File: src/rtl/vec_sweep_ctrl.sv
// Exhaustive input-sweep sequencer: applies 0..2^N_W-1 to a DUT, captures each response, streams {vec,resp} beats.
// Optional MISR signature over captured beats when VSC_MISR_EN is defined.
//   state   | meaning
//   IDLE    | waiting for start
//   APPLY   | drive current vector, load settle timer
//   SETTLE  | settle timer counting down
//   CAPTURE | sample DUT response into beat registers
//   EMIT    | beat offered to sink until accepted
//   DONE    | one-cycle completion pulse
module vec_sweep_ctrl #(
    parameter int N_W    = 3,
    parameter int OUT_W  = 1,
    parameter int SETTLE = 1,
    parameter int SIG_W  = 16,
    parameter logic [SIG_W-1:0] POLY = 16'h8016
) (
    input  logic             CK,
    input  logic             reset,
    input  logic             start,
    input  logic             abort,
    output logic             busy,
    output logic             done,
    output logic [N_W-1:0]   dut_n,
    input  logic [OUT_W-1:0] dut_out,
    output logic             res_valid,
    input  logic             res_ready,
    output logic [N_W-1:0]   res_vec,
    output logic [OUT_W-1:0] res_out,
    output logic [SIG_W-1:0] signature
);

    localparam int CNT_W = (SETTLE > 1) ? $clog2(SETTLE) : 1;
    // SETTLE state lasts SETTLE cycles, so the timer terminates at zero after loading SETTLE-1
    localparam logic [CNT_W-1:0] SETTLE_LD = CNT_W'((SETTLE > 0) ? SETTLE - 1 : 0);

    typedef enum logic [2:0] {
        S_IDLE, S_APPLY, S_SETTLE, S_CAPTURE, S_EMIT, S_DONE
    } state_e;

    state_e state_q, state_d;

    logic [N_W-1:0]   vec_q, vec_d;
    logic [N_W-1:0]   dut_n_q, dut_n_d;
    logic [N_W-1:0]   res_vec_q, res_vec_d;
    logic [OUT_W-1:0] res_out_q, res_out_d;
    logic             res_valid_q, res_valid_d;
    logic [CNT_W-1:0] cnt_q, cnt_d;

    logic run_abort;
    logic go;

    assign run_abort = abort && (state_q != S_IDLE);
    assign go        = (state_q == S_IDLE) && start && !abort;

    always_ff @(posedge CK or negedge reset) begin
        if (!reset) begin
            state_q <= S_IDLE;
        end else begin
            state_q <= state_d;
        end
    end

    always_comb begin
        state_d = state_q;
        if (run_abort) begin
            state_d = S_IDLE;
        end else begin
            case (state_q)
                S_IDLE:    if (go) state_d = S_APPLY;
                S_APPLY:   state_d = (SETTLE == 0) ? S_CAPTURE : S_SETTLE;
                S_SETTLE:  if (cnt_q == '0) state_d = S_CAPTURE;
                S_CAPTURE: state_d = S_EMIT;
                S_EMIT:    if (res_ready) state_d = (vec_q == '1) ? S_DONE : S_APPLY;
                S_DONE:    state_d = S_IDLE;
                default:   state_d = S_IDLE;
            endcase
        end
    end

    always_comb begin
        vec_d       = vec_q;
        dut_n_d     = dut_n_q;
        res_vec_d   = res_vec_q;
        res_out_d   = res_out_q;
        res_valid_d = res_valid_q;
        cnt_d       = cnt_q;
        if (run_abort) begin
            dut_n_d     = '0;
            res_valid_d = 1'b0;
        end else begin
            case (state_q)
                S_IDLE: if (go) vec_d = '0;
                S_APPLY: begin
                    dut_n_d = vec_q;
                    cnt_d   = SETTLE_LD;
                end
                S_SETTLE: if (cnt_q != '0) cnt_d = cnt_q - CNT_W'(1);
                S_CAPTURE: begin
                    res_out_d   = dut_out;
                    res_vec_d   = vec_q;
                    res_valid_d = 1'b1;
                end
                S_EMIT: begin
                    if (res_ready) begin
                        res_valid_d = 1'b0;
                        if (vec_q != '1) vec_d = vec_q + N_W'(1);
                    end
                end
                S_DONE:  dut_n_d = '0;
                default: ;
            endcase
        end
    end

    always_ff @(posedge CK or negedge reset) begin
        if (!reset) begin
            vec_q       <= '0;
            dut_n_q     <= '0;
            res_vec_q   <= '0;
            res_out_q   <= '0;
            res_valid_q <= 1'b0;
            cnt_q       <= '0;
        end else begin
            vec_q       <= vec_d;
            dut_n_q     <= dut_n_d;
            res_vec_q   <= res_vec_d;
            res_out_q   <= res_out_d;
            res_valid_q <= res_valid_d;
            cnt_q       <= cnt_d;
        end
    end

    always_comb begin
        busy      = (state_q != S_IDLE);
        done      = (state_q == S_DONE);
        dut_n     = dut_n_q;
        res_vec   = res_vec_q;
        res_out   = res_out_q;
        res_valid = res_valid_q;
    end

`ifdef VSC_MISR_EN
    logic [SIG_W-1:0] sig_q, sig_d;

    always_comb begin
        sig_d = sig_q;
        if (run_abort || go) begin
            sig_d = '0;
        end else if (state_q == S_CAPTURE) begin
            sig_d = {sig_q[SIG_W-2:0], 1'b0}
                  ^ (sig_q[SIG_W-1] ? POLY : '0)
                  ^ SIG_W'({vec_q, dut_out});
        end
    end

    always_ff @(posedge CK or negedge reset) begin
        if (!reset) begin
            sig_q <= '0;
        end else begin
            sig_q <= sig_d;
        end
    end

    assign signature = sig_q;
`else
    assign signature = '0;
`endif

endmodule

File: config.mk
export PLATFORM = sky130hd
export DESIGN_NAME = vec_sweep_ctrl
export DESIGN_NICKNAME = d
export VERILOG_FILES = /design/src/rtl/vec_sweep_ctrl.sv
export SDC_FILE = /design/constraint.sdc
export NUM_CORES = 1
export LEC_CHECK = 0
export BUFFER_PORTS_ARGS = -buffer_cell sky130_fd_sc_hd__buf_2
export CORE_ASPECT_RATIO = 0.8
export CORE_UTILIZATION = 43
export DETAILED_ROUTE_END_ITERATION = 10
export GPL_ROUTABILITY_DRIVEN = 1
export PLACE_DENSITY = 0.74
export SLEW_MARGIN = 10
export SYNTH_ARGS = -nofsm -noshare
export SYNTH_HDL_FRONTEND = slang
export SYNTH_SLANG_ARGS = --single-unit
File: constraint.sdc
create_clock -name CK -period 1.4 [get_ports CK]
set_input_delay 0.07 -clock CK [delete_from_list [all_inputs] [get_ports CK]]
set_output_delay 0.07 -clock CK [all_outputs]
set_load 0.02 [all_outputs]
### Yosys cells after proc, flatten, opt, wreduce, memory -nomap -nowiden

Cells that the tools add are included.

* output and inout port bits: 26
* logic and storage cells: 55
* input bits: 6
* register bits after elaboration: 15

* equality and inequality tests: 13
* bitwise gates (word level): 1
* $add $sub $neg: 2
* reduce and logical (&&, ||, !) cells: 15
* multiplexer cells: 17

Operators by type and width (number)
* $mux 3: 9
* $pmux 3 s5: 1
* $ne 3x3->1 const B: 4
* $pmux 3 s2: 2
* $eq 3x3->1 const B: 3
* $reduce_bool 3->1: 3
* $eq 3x2->1 const B: 2
* $ne 2x2->1 const B: 3
* $reduce_and 2->1: 3
* $reduce_and 5->1: 1
* $pmux 1 s2: 2
* $reduce_bool 2->1: 2
* $add 3x1->3 const B: 1
* $eq 3x1->1 const B: 1
* $logic_and 1x1->1: 3
* $logic_not 3->1: 1
* $mux 1: 3
* $reduce_and 3->1: 1
* $logic_not 1->1: 1
* $not 1->1: 1
* $sub 1x1->1 const B: 1

### Logic depth before layout (Yosys ltp)

* word-level depth: 6
* mapped depth: 5
* gate-level depth less buffers: 5

### Worst setup path after synthesis

Ideal clock, no wire load.

* path type: reg-to-reg
* start: reg vec_q[0]
* end: reg vec_q[0]
* buffers on the path: 0
* data required time: 1.266 ns
* clock period less this slack: 1.348 ns
* setup slack: 0.052 ns
* library setup time: 0.134 ns
* arrival time: 1.214 ns
* cell stages (with the launch flop): 6
* cells stage by stage: dfrtp_1 ha_1 ha_1 nand2b_1 a21oi_1 a31oi_1

* longest elaborated chain between the ends: 4
* elaborated cells between the ends (all ways): 7
* those cells by class: add/sub (1); eq/ne (2); mux (3); reduce/logical (1)

Ends and longest elaborated chain
* from (decl): line 42 `logic [N_W-1:0] vec_q, vec_d;`
* from (signal assigned): line 124 `vec_q <= vec_d;`
* $add 3x1->3: line 106 `if (vec_q != '1) vec_d = vec_q + N_W'(1);`
* $mux 3: line 106
* $mux 3: line 104 `if (res_ready) begin`
* $pmux 3 s2: line 91 `case (state_q)`

Several ways; a longest one is shown, not always the timed one. The select of a mux whose other input is x is not followed.
A chain may end at the register's enable or synchronous reset.

### Worst setup path after layout

* start: reg state_q[1]
* end: out busy

* longest elaborated chain between the ends: 1

Ends and longest elaborated chain
* from (decl): line 40 `state_e state_q, state_d;`
* from (signal assigned): line 59 `state_q <= state_d;`
* $reduce_bool 3->1: line 134 `busy = (state_q != S_IDLE);`
* to (decl): line 21 `output logic busy,`

Every way passes these cells.

==> flow_metrics.py <==
metrics = {
    "synth": {
        "synth-xor-area-share": 0.0101,
        "synth.area.top_cells": "dfrtp_1 (40%), buf_4 (15%), mux2_1 (5.2%)",
        "yosysMostFrequentCell": "buf_4",
        "synthAdderAreaFrac": 0.0289,
        "ys_top_cells_by_count": "buf_4 (17), dfrtp_1 (14), a21oi_1 (6), nor2b_1 (6), mux2_1 (4)",
        "synth-seq-cells": 14,
        "syn_avg_cell_area_um2": 9.74,
        "synthSimpleGateAreaFrac": 0.195,
        "ys_seq_area_frac": 0.404,
        "synth_area_um2": 867,
        "synth.distinct_cells": 28,
        "ys_async_sr_fraction": 1.00,
        "ys_warn_count": 0,
        "synth_compound_area_frac": 0.121,
        "synth_top_family_by_area": "simple AND/OR/NAND/NOR gates",
        "synth_top_area_cell": "dfrtp_1",
        "syn_inst": 89,
        "synth.area.mux_share": 0.0519,
        "synth-main-ff-cell": "dfrtp_1",
        "synth-edff-count": 0,
        "synth_top_area_share": 0.404,
    },
    "timing": {
        "hold_viol_final": 0,
        "post-route-min-period_ns": 1.39,
        "slew_viol_final": 0,
        "fin_crit_sh": 0.996,
        "rsz0062_at_grt": "yes",
        "fin_tns_setup_ns": 0,
        "holdWs_ns": 0.0158,
        "max_freq_mhz": 717,
        "worst_clock_skew_ns": 0.00665,
        "setup_viol": 0,
    },
    "floorplan": {
        "die_x_um": 52.2,
        "die_area_um2": 2200,
        "die_h_um": 42.2,
        "initial_utilization": 0.458,
        "core_area_um2": 1890,
        "pin_count": 32,
        "row_count": 14,
    },
    "placed_design": {
        "portBuffers": 15,
        "dpl_cell_area_um2": 932,
        "gp_congestion": 0.796,
        "dp_cells": 130,
        "dpl.hpwl_um": 1210,
    },
    "power_and_ir_drop": {
        "ir_drop_mv": 1.07,
        "cellLeakagePower_nw": 0.522,
        "p_per_area_nw_per_um2": 1600,
    },
    "layout": {
        "diodes": 0,
        "area_growth_pct": 20.3,
        "seqCellArea_um2": 353,
        "multi_input_area_um2": 432,
        "fill_cells": 182,
        "fin_util": 0.552,
        "fin_area_um2": 1040,
        "layout-drive-gt1-share": 0.330,
        "nNetsFinal": 124,
        "layout.cells.non_filler": 139,
    },
    "global_routing": {
        "overflow": 0,
        "track_usage": 0.171,
        "grt_pass1_wl_um": 2700,
        "antenna_found_initial": 0,
        "grt_pass1_vias": 610,
        "grt_max_degree": 15,
    },
    "critical_path": {
        "critPathLaunchType": "register",
        "critical_path_arrival_ns": 1.32,
        "worst-setup-path-type": "register to output pin",
        "slowest_delay_ns": 0.42,
        "slowest_stage": "dfrtp_2",
        "path_cells": "buf_6 > or3_4 > buf_6",
        "r2r_slack_ns": 0.07,
        "path_buf_inv": 2,
        "critPathMaxFanout": 3,
        "timing.rr.end": "vec_q[0]",
        "end_kind": "output pin",
        "reg2reg_from": "vec_q[0]",
        "cp.required_ns": 1.33,
        "rr_worst_depth": 5,
        "critPathTopFamily": "flip-flops",
        "crit_path_frequent_cell": "buf_6",
    },
    "drt": {
        "drc": 0,
        "wl_per_cell_um": 11.8,
        "drt_wl_total_um": 1640,
        "drtPass1Iterations": 4,
        "ant_nets": 0,
        "drtIter0Drc": 10,
        "vias": 686,
        "vias_per_cell": 4.94,
    },
    "clock_tree": {
        "cts_made_buffers": 3,
        "insertion_delay_ns": 0.28,
        "cts_buffer_depth": 2,
        "htree_levels": 1,
        "clock-sinks": 14,
        "cts_tree": "done",
        "cts-root-buf": "clkbuf_4",
        "path_clk_slew_ns": 0.09,
    },
    "run": {
        "cap_violations": 0,
    },
    "run_status": {
        "outcome": "finished, final reports clean",
    },
    "worst_hold_path": {
        "hp-class": "input port to register",
        "worstHoldStart": "dut_out",
        "hold_depth": 2,
        "holdPathEnd": "res_out",
    },
}
-- registers in the layout, summed over array words and instances (netlist names) --
register,flops
res_valid,1
vec_q,3
dut_n,3
state_q,3
res_vec,3
res_out,1
-- worst max path at each step --
stage                     startpoint  cells after the start  slack [ns]  endpoint
after floorplan             vec_q[0]                      5        0.05  vec_q[0]
after global placement      vec_q[0]                      5        0.04  vec_q[0]
after detailed placement    vec_q[0]                      5       -0.02  vec_q[0]
after CTS                 state_q[1]                      3      -0.006      busy
after global routing      state_q[1]                      3       -0.04      busy
final                     state_q[1]                      3       0.005      busy
-- power breakdown --
| part | internal, mW | total (mW) | switching, mW |
|---|---|---|---|
| registers | 0.548 | 0.632 | 0.0839 |
| logic | 0.325 | 0.755 | 0.430 |
| clock network | 0.158 | 0.285 | 0.127 |
| total | 1.03 | 1.67 | 0.641 |
-- repair_timing --
item                       in CTS  in global routing
hold buffers                    1                  0
hold endpoints to repair       14                  0
pin swaps                       0                  1
setup buffers                   2                  2
resized for setup               8                  2
setup endpoints to repair       4                  5
-- stage by stage --
step / total power [mW] / setup WS [ns]
floorplan: 1.12 / 0.0515
global placement: 1.32 / 0.0379
detailed placement: 1.34 / -0.0169
CTS: 1.67 / -0.00633
global route: 1.80 / -0.0421
finish: 1.67 / 0.00507
-- layout by cell type (no fill, tap or decap), drive strengths merged, types with 3 or more instances in the layout --
master | synthesis | final
a21oi | 6 | 6
nand2 | 3 | 3
o211ai | 3 | 3
buf | 20 | 26
mux2 | 4 | 4
clkbuf | 0 | 4
conb | 1 | 16
nor2 | 4 | 4
nor3 | 3 | 3
nand3b | 3 | 3
inv | 3 | 3
dfrtp | 14 | 14
nor2b | 6 | 6
o2bb2ai | 3 | 3
-- cells by family after synthesis --
group | count (synthesis)
simple gates | 28
buf+inv | 23
compound gates | 16
flops | 14
mux | 4
fa+ha+maj | 2
other cells | 1
xor+xnor | 1
-- layout make-up --
type	count	share of cell area
sequential	14	0.338
multi-input combinational	67	0.414
inverter	3	0.0108
timing repair buffer	27	0.174
clock buffer	4	0.0348
tap	24	0.0288
-- per-layer routing --
layer	track usage	part of all wire	up-vias
li1	-	-	328
met1	0.228	0.47	333
met2	0.267	0.48	23
met3	0.0652	0.046	2
met4	0.0316	0.0037	0
met5	0	0	-
(Power assumes the default switching activity.)
